===== src/rtl/seg7_pkg.sv =====
// ---------------------------------------------------------------------------
// seg7_pkg
// Shared definitions for the seven-segment encoder and scan decoder blocks:
// segment codes (bit 0 = a .. bit 6 = g, active-high), result kind encoding,
// decoder FSM states and the default stability window.
// No ports (package).
// ---------------------------------------------------------------------------
package seg7_pkg;

    localparam logic [0:6] SEG_0 = 7'b1111110;
    localparam logic [0:6] SEG_1 = 7'b0110000;
    localparam logic [0:6] SEG_2 = 7'b1101101;
    localparam logic [0:6] SEG_3 = 7'b1111001;
    localparam logic [0:6] SEG_E = 7'b1001111;

    localparam int STABLE_CYCLES_DEFAULT = 4;

    typedef enum logic [1:0] {
        KIND_NUM = 2'b00,
        KIND_E   = 2'b01,
        KIND_INV = 2'b10
    } kind_e;

    typedef enum logic [1:0] {
        ST_IDLE  = 2'b00,
        ST_COUNT = 2'b01,
        ST_HOLD  = 2'b10
    } state_e;

endpackage


===== src/rtl/seg7_scan_decoder_if.sv =====
// ---------------------------------------------------------------------------
// seg7_scan_decoder_if
// Bundles the scanned display inputs and the captured-result outputs.
//   seg_in     : segment code, [0:6] = a..g
//   dig_en     : one-hot digit enable
//   out_ready  : consumer ready
//   ovf_clr    : clears the sticky overflow flag
//   out_valid  : a captured result is held
//   out_digit  : digit index of the held result
//   out_value  : decoded value
//   out_kind   : result kind (numeric / E / invalid)
//   frame_done : one-cycle pulse when every digit has been captured
//   ovf        : sticky overflow (capture dropped)
// Modports: slave = decoder side, master = driver/consumer side.
// ---------------------------------------------------------------------------
interface seg7_scan_decoder_if
    import seg7_pkg::*;
#(
    parameter int NUM_DIGITS = 4
);
    localparam int DIG_W = (NUM_DIGITS > 1) ? $clog2(NUM_DIGITS) : 1;

    logic [0:6]            seg_in;
    logic [NUM_DIGITS-1:0] dig_en;
    logic                  out_ready;
    logic                  ovf_clr;
    logic                  out_valid;
    logic [DIG_W-1:0]      out_digit;
    logic [2:0]            out_value;
    kind_e                 out_kind;
    logic                  frame_done;
    logic                  ovf;

    modport master (
        output seg_in, dig_en, out_ready, ovf_clr,
        input  out_valid, out_digit, out_value, out_kind, frame_done, ovf
    );

    modport slave (
        input  seg_in, dig_en, out_ready, ovf_clr,
        output out_valid, out_digit, out_value, out_kind, frame_done, ovf
    );

endinterface


===== src/rtl/seg7_code_lookup.sv =====
// ---------------------------------------------------------------------------
// seg7_code_lookup
// Combinational segment-code to value/kind decode.
//   seg   : segment code, [0:6] = a..g
//   value : decoded value (0 for unrecognised codes)
//   kind  : KIND_NUM for 0..3, KIND_E for the E code, KIND_INV otherwise
// ---------------------------------------------------------------------------
module seg7_code_lookup
    import seg7_pkg::*;
(
    input  logic [0:6] seg,
    output logic [2:0] value,
    output kind_e      kind
);

    always_comb begin
        value = 3'd0;
        kind  = KIND_INV;
        case (seg)
            SEG_0: begin value = 3'd0; kind = KIND_NUM; end
            SEG_1: begin value = 3'd1; kind = KIND_NUM; end
            SEG_2: begin value = 3'd2; kind = KIND_NUM; end
            SEG_3: begin value = 3'd3; kind = KIND_NUM; end
            SEG_E: begin value = 3'd4; kind = KIND_E;   end
            default: ;
        endcase
    end

endmodule


===== src/rtl/seg7_scan_decoder.sv =====
// ---------------------------------------------------------------------------
// seg7_scan_decoder
// Samples a multiplexed seven-segment display, waits for a digit to be stable
// for STABLE_CYCLES samples, decodes it and presents one result at a time on
// a valid/ready output register. Tracks which digits were captured and
// pulses frame_done when all have been seen; flags dropped captures in ovf.
//   clk   : rising-edge clock
//   rst_n : asynchronous active-low reset
//   bus   : seg7_scan_decoder_if.slave (scan inputs, result outputs)
// ---------------------------------------------------------------------------
module seg7_scan_decoder
    import seg7_pkg::*;
#(
    parameter int STABLE_CYCLES = STABLE_CYCLES_DEFAULT,
    parameter int NUM_DIGITS    = 4
) (
    input  logic                 clk,
    input  logic                 rst_n,
    seg7_scan_decoder_if.slave   bus
);

    localparam int DIG_W = (NUM_DIGITS > 1) ? $clog2(NUM_DIGITS) : 1;
    localparam logic [NUM_DIGITS-1:0] MASK_FULL = '1;

    function automatic logic is_onehot(input logic [NUM_DIGITS-1:0] v);
        int n;
        n = 0;
        for (int i = 0; i < NUM_DIGITS; i++) n += int'(v[i]);
        return (n == 1);
    endfunction

    function automatic logic [DIG_W-1:0] onehot_idx(input logic [NUM_DIGITS-1:0] v);
        logic [DIG_W-1:0] idx;
        idx = '0;
        for (int i = 0; i < NUM_DIGITS; i++) if (v[i]) idx = DIG_W'(i);
        return idx;
    endfunction

    logic [0:6]            seg_p0, seg_p1;
    logic [NUM_DIGITS-1:0] dig_p0, dig_p1;
    state_e                state_q, state_d;
    logic [7:0]            cnt_q, cnt_d;
    logic                  capture;
    logic                  onehot_p0, same_p0, stable_p0;
    logic [8:0]            cnt_inc;
    logic [2:0]            lk_value;
    kind_e                 lk_kind;
    logic [DIG_W-1:0]      cap_digit;
    logic                  out_valid_q, frame_done_q, ovf_q;
    logic [DIG_W-1:0]      out_digit_q;
    logic [2:0]            out_value_q;
    kind_e                 out_kind_q;
    logic [NUM_DIGITS-1:0] mask_q, mask_set;
    logic                  accept, drop;

    // Stage p0: registered sample; p1: previous sample for the stability compare
    always_ff @(posedge clk or negedge rst_n) begin
        if (!rst_n) begin
            seg_p0 <= '0;
            seg_p1 <= '0;
            dig_p0 <= '0;
            dig_p1 <= '0;
        end else begin
            seg_p0 <= bus.seg_in;
            seg_p1 <= seg_p0;
            dig_p0 <= bus.dig_en;
            dig_p1 <= dig_p0;
        end
    end

    assign onehot_p0 = is_onehot(dig_p0);
    assign same_p0   = (seg_p0 == seg_p1) && (dig_p0 == dig_p1);
    assign stable_p0 = same_p0 && onehot_p0;
    // cnt_q counts identical samples up to p1, so the sample in p0 makes it +1
    assign cnt_inc   = {1'b0, cnt_q} + 9'd1;

    seg7_code_lookup u_lookup (
        .seg   (seg_p0),
        .value (lk_value),
        .kind  (lk_kind)
    );

    assign cap_digit = onehot_idx(dig_p0);

    always_ff @(posedge clk or negedge rst_n) begin
        if (!rst_n) begin
            state_q <= ST_IDLE;
            cnt_q   <= '0;
        end else begin
            state_q <= state_d;
            cnt_q   <= cnt_d;
        end
    end

    always_comb begin
        state_d = state_q;
        cnt_d   = cnt_q;
        capture = 1'b0;
        if (!onehot_p0) begin
            state_d = ST_IDLE;
            cnt_d   = '0;
        end else begin
            case (state_q)
                ST_IDLE: begin
                    state_d = ST_COUNT;
                    cnt_d   = 8'd1;
                end
                ST_COUNT: begin
                    if (!stable_p0) begin
                        cnt_d = 8'd1;
                    end else if (cnt_inc >= 9'(STABLE_CYCLES)) begin
                        state_d = ST_HOLD;
                        cnt_d   = '0;
                        capture = 1'b1;
                    end else begin
                        cnt_d = cnt_inc[7:0];
                    end
                end
                ST_HOLD: begin
                    if (!same_p0) begin
                        state_d = ST_COUNT;
                        cnt_d   = 8'd1;
                    end
                end
                default: begin
                    state_d = ST_IDLE;
                    cnt_d   = '0;
                end
            endcase
        end
    end

    // A capture may load when the register is empty or is being drained this cycle
    assign accept   = capture && (!out_valid_q || bus.out_ready);
    assign drop     = capture && out_valid_q && !bus.out_ready;
    assign mask_set = mask_q | (NUM_DIGITS'(1) << cap_digit);

    // Stage p1: output register, digit mask and overflow flag
    always_ff @(posedge clk or negedge rst_n) begin
        if (!rst_n) begin
            out_valid_q  <= 1'b0;
            out_digit_q  <= '0;
            out_value_q  <= '0;
            out_kind_q   <= KIND_NUM;
            frame_done_q <= 1'b0;
            mask_q       <= '0;
            ovf_q        <= 1'b0;
        end else begin
            frame_done_q <= 1'b0;
            if (accept) begin
                out_valid_q <= 1'b1;
                out_digit_q <= cap_digit;
                out_value_q <= lk_value;
                out_kind_q  <= lk_kind;
                if (mask_set == MASK_FULL) begin
                    frame_done_q <= 1'b1;
                    mask_q       <= '0;
                end else begin
                    mask_q <= mask_set;
                end
            end else if (out_valid_q && bus.out_ready) begin
                out_valid_q <= 1'b0;
            end
            // A new drop outranks a clear in the same cycle
            if (drop) ovf_q <= 1'b1;
            else if (bus.ovf_clr) ovf_q <= 1'b0;
        end
    end

    assign bus.out_valid  = out_valid_q;
    assign bus.out_digit  = out_digit_q;
    assign bus.out_value  = out_value_q;
    assign bus.out_kind   = out_kind_q;
    assign bus.frame_done = frame_done_q;
    assign bus.ovf        = ovf_q;

endmodule


===== src/flat_wrapper.sv =====
// flat-port wrapper written by rule: the top's interface ports become plain ports
module seg7_scan_decoder_flat import seg7_pkg::*;
#(
    parameter int STABLE_CYCLES = STABLE_CYCLES_DEFAULT,
    parameter int NUM_DIGITS    = 4
)
  (clk, rst_n, bus_seg_in, bus_dig_en, bus_out_ready, bus_ovf_clr, bus_out_valid, bus_out_digit, bus_out_value, bus_out_kind, bus_frame_done, bus_ovf);
  seg7_scan_decoder_if #(.NUM_DIGITS(NUM_DIGITS)) bus_i ();
  input  logic clk;
  input  logic rst_n;
  input wire logic [$bits(bus_i.seg_in)-1:0] bus_seg_in;
  input wire logic [$bits(bus_i.dig_en)-1:0] bus_dig_en;
  input wire logic [$bits(bus_i.out_ready)-1:0] bus_out_ready;
  input wire logic [$bits(bus_i.ovf_clr)-1:0] bus_ovf_clr;
  output wire logic [$bits(bus_i.out_valid)-1:0] bus_out_valid;
  output wire logic [$bits(bus_i.out_digit)-1:0] bus_out_digit;
  output wire logic [$bits(bus_i.out_value)-1:0] bus_out_value;
  output wire logic [$bits(bus_i.out_kind)-1:0] bus_out_kind;
  output wire logic [$bits(bus_i.frame_done)-1:0] bus_frame_done;
  output wire logic [$bits(bus_i.ovf)-1:0] bus_ovf;
  assign bus_i.seg_in = bus_seg_in;
  assign bus_i.dig_en = bus_dig_en;
  assign bus_i.out_ready = bus_out_ready;
  assign bus_i.ovf_clr = bus_ovf_clr;
  assign bus_out_valid = bus_i.out_valid;
  assign bus_out_digit = bus_i.out_digit;
  assign bus_out_value = bus_i.out_value;
  assign bus_out_kind = bus_i.out_kind;
  assign bus_frame_done = bus_i.frame_done;
  assign bus_ovf = bus_i.ovf;
  seg7_scan_decoder #(.STABLE_CYCLES(STABLE_CYCLES), .NUM_DIGITS(NUM_DIGITS)) u_core (.clk(clk), .rst_n(rst_n), .bus(bus_i));
endmodule

===== config.mk =====
export PLATFORM = sky130hd
export DESIGN_NAME = seg7_scan_decoder_flat
export DESIGN_NICKNAME = d
export VERILOG_FILES = /design/src/rtl/seg7_pkg.sv /design/src/rtl/seg7_scan_decoder_if.sv /design/src/rtl/seg7_code_lookup.sv /design/src/rtl/seg7_scan_decoder.sv /design/src/flat_wrapper.sv
export SDC_FILE = /design/constraint.sdc
export NUM_CORES = 1
export LEC_CHECK = 0
export BUFFER_PORTS_ARGS = -buffer_cell sky130_fd_sc_hd__buf_4
export CAP_MARGIN = 20
export CORE_AREA = 2 2 84 86
export CTS_BUF_LIST = sky130_fd_sc_hd__clkbuf_8
export CTS_CLUSTER_DIAMETER = 120
export DETAILED_ROUTE_END_ITERATION = 6
export DIE_AREA = 0 0 86 88
export PLACE_DENSITY_LB_ADDON = 0.05
export SETUP_SLACK_MARGIN = 0.1
export SLEW_MARGIN = 10
export SYNTH_ARGS = -nofsm -noshare
export SYNTH_HDL_FRONTEND = slang
export SYNTH_SLANG_ARGS = --single-unit
export TNS_END_PERCENT = 30

===== constraint.sdc =====
create_clock -name clk -period 6.3 [get_ports clk]
set_clock_uncertainty 0.2 [all_clocks]
set_input_delay 0.945 -clock clk [delete_from_list [all_inputs] [get_ports clk]]
set_output_delay 0.945 -clock clk [all_outputs]
set_load 0.01 [all_outputs]

==> metrics.txt <==
sw frac 0.232; Yosys top cell area share 0.579; register area share after synthesis 0.579; initial antenna violation count 0; drt drc 0; Arr. time, crit path 3.55 ns; area of the mapped netlist 1950 sq um; Core ar. 6640 sq um; Yosys cell types 39; Resize count post-CTS 0; WL final 3620 microns; Hold Vio Cnt, Final 0; status finished, final reports clean; number of flops mapped to enable cells by yosys 0; area leader, netlist dfrtp_1; diodes inserted 0; worst r2r src u_core.dig_p0[1]; CTS Buf Count 5; max_cap viols 0; Pre-antenna DRT Iters 4; PD cells 243 nW/um^2; hold path depth 0; Clk pwr share 0.381; fin area 2320 sq um; adder-cell area share of the yosys netlist 0.0296; post-CTS setup repair buffer count 0; YS warnings 0; Int Pwr 0.434 mW; Overflow after GRT 0; Synth area leaders dfrtp_1 (58%), xnor2_1 (5.4%), nand2_1 (2.7%); HP Class flip-flop to flip-flop; static leakage 1.02 nW; DRT iter0 DRCs 59; H-tree depth 2; Max Root-Sink Buffers 2; number of port buffers 24; via count 1,301; syn nets 186; r2r worst-path depth 10; Seq pwr share 0.546; peak fanout along the critical path 9; full die area 7570 sq um; Setup crit end kind flip-flop; Worst slew margin 0.531; total track usage 0.111; Vias/cell 4.70; simple-gate portion of the synthesized area 0.179; Yosys reg bits 45; P_sw 0.131 mW; clock sinks 45; Root Driver clkbuf_8; initial core utilization 0.293; largest family of logic cells by synthesized area simple AND/OR/NAND/NOR gates; # nets final 215; Worst Setup SP u_core.dig_p0[1]; share of cells above drive strength 1 0.198; first-pass GRT wire length 6440 microns; fillers 664; CTS tree built; largest net degree at the start of global routing 46; critical path required time 6.32 ns; Worst-Margin Slew 0.698 ns; fin crit share 0.559; multiplexer share of the synthesized area 0.00514; final std cells w/o fill 277; Synth Area in XOR/XNOR 0.0714; Comb pwr share 0.073; fin crit period 3.52 ns; post-route ant nets 0; Setup violations, final 0; Worst Setup Start Kind flip-flop; Layout Utilization 0.350; Mapped Cells 167; post-route setup TNS 0 ns; placed cell areas 2200 sq um; Crit Path Category flip-flop to flip-flop; Fmax 284 MHz; worst-case vdd ir drop 0.121 mV; clock latency on the worst-skew pair 0.29 ns; Worst Hold Launch u_core.dig_p0[0]; Top FF cell, synth dfrtp_1; total I/O pin count 25; HPWL after DPL 2600 microns; dpl cells 268; vias in the first global route 1,311; RePlAce Congestion 0.712; WL per Instance 13.1 microns; Die H 88 microns; syn avg cell area 11.7 sq um; Compound-Gate Fraction of Synth Area 0.107; RSZ-0062 raised after global routing no; die width 86 microns; Max Slew Vio Count 0; hold_buf cts 0; Post-synth ARST share 1.00; Area Overhead vs Synth 19.4%; # rows 30; CTS clk-pin slew, worst paths 0.08 ns
## registers in the layout, indices dropped and copies added, names as in the netlist
register and count:
u_core.seg_p1 7, u_core.bus.frame_done 1, u_core.mask_q 4, u_core.state_q 2
u_core.seg_p0 7, u_core.bus.ovf 1, u_core.bus.out_valid 1, u_core.cnt_q 8
u_core.bus.out_digit 2, u_core.bus.out_kind 1, u_core.bus.out_value 3, u_core.dig_p0 4
u_core.dig_p1 4
## layer usage
layer	part of all wire	up-vias	GRT usage
li1	-	647	-
met1	0.47	628	0.147
met3	0.039	6	0.0302
met2	0.47	20	0.172
met5	0	-	0
met4	0.018	0	0.0476
## synth_stat cells (2+ instances only)
cell type   n
and2_1      6
a32oi_1     2
nand3_1     6
o21ba_1     2
o21ai_0     6
o21ai_1     6
dfrtp_1    45
inv_1       9
a31oi_1     2
a21oi_1     6
nor3_1      7
xnor2_1    12
or4_1       3
nand2_1    14
nor3b_1     2
nor4_2      2
o31ai_1     2
xor2_1      2
nor2_1      7
ha_1        3
nand2b_1    4
and3_1      2
## critical path, cell delays in order, from the launching register on
cell,delay (ns)
dfrtp_1,0.46
ha_1,0.32
fa_1,0.37
ha_1,0.29
nor3b_2,0.39
nand2b_1,0.15
nor4_4,0.19
o311ai_2,0.27
buf_4,0.24
or4_1,0.41
a21oi_1,0.15
## through the flow
stage	setup slack, ns	hold slack, ns	total power [mW]
6_report	2.78	0.235	0.565
5_1_grt	2.48	0.259	0.598
4_1_cts	2.74	0.242	0.579
3_5_place_dp	2.77	0.221	0.357
3_3_place_gp	2.92	0.215	0.357
2_1_floorplan	3.29	0.199	0.338
## kinds of logic (layout without fill, tap and decap cells)
logic type      after synthesis  after routing
compound gates               31             31
xor+xnor                     15             15
mux                           1              1
fa+ha+maj                     4              4
buf+inv                      12             42
flops                        45             45
simple gates                 59             59
## layout make-up
type | instances | area, sq um | area share
Clock buffer | 5 | 68.8 | 0.0296
Clock inverter | 3 | 42.5 | 0.0183
Inverter | 9 | 33.8 | 0.0145
Multi-Input combinational cell | 110 | 763 | 0.329
Sequential cell | 45 | 1130 | 0.485
Tap cell | 80 | 100 | 0.0431
Timing Repair Buffer | 25 | 188 | 0.0808
## power by group through the flow
stage / registers [mW] / logic (mW) / clock network [mW]
finish: 0.309 / 0.0411 / 0.216
global route: 0.311 / 0.0480 / 0.239
CTS: 0.309 / 0.0427 / 0.228
detailed placement: 0.315 / 0.0425 / 0
global placement: 0.315 / 0.0421 / 0
floorplan: 0.311 / 0.0262 / 0
## path summary, 6_finish.rpt
kind | end | slack, ns
max | u_core.mask_q[0] | 2.78
min | u_core.dig_p1[0] | 0.23
max reg2reg | u_core.mask_q[0] | 2.78
min reg2reg | u_core.dig_p1[0] | 0.23
max in group asynchronous | u_core.bus.out_value[0] | 5.07
min in group asynchronous | u_core.bus.frame_done | 0.44
## cell usage in the layout (no fill, tap or decap), drive strengths merged, types with 2 or more instances in the layout
cell type	synthesis	routed
o21ba	2	2
nor4	4	4
clkbuf	1	5
o31ai	2	2
and3	2	2
buf	2	25
xnor2	13	13
a32oi	2	2
dfrtp	45	45
a31oi	2	2
nor3	7	7
nor3b	3	3
ha	3	3
o21ai	12	12
nand3	6	6
nor2	7	7
xor2	2	2
inv	9	10
nand4	2	2
and2	6	6
nand2	14	14
a21oi	6	6
or4	3	3
nand2b	4	4
Note: power is estimated with default switching activity, not from simulation.
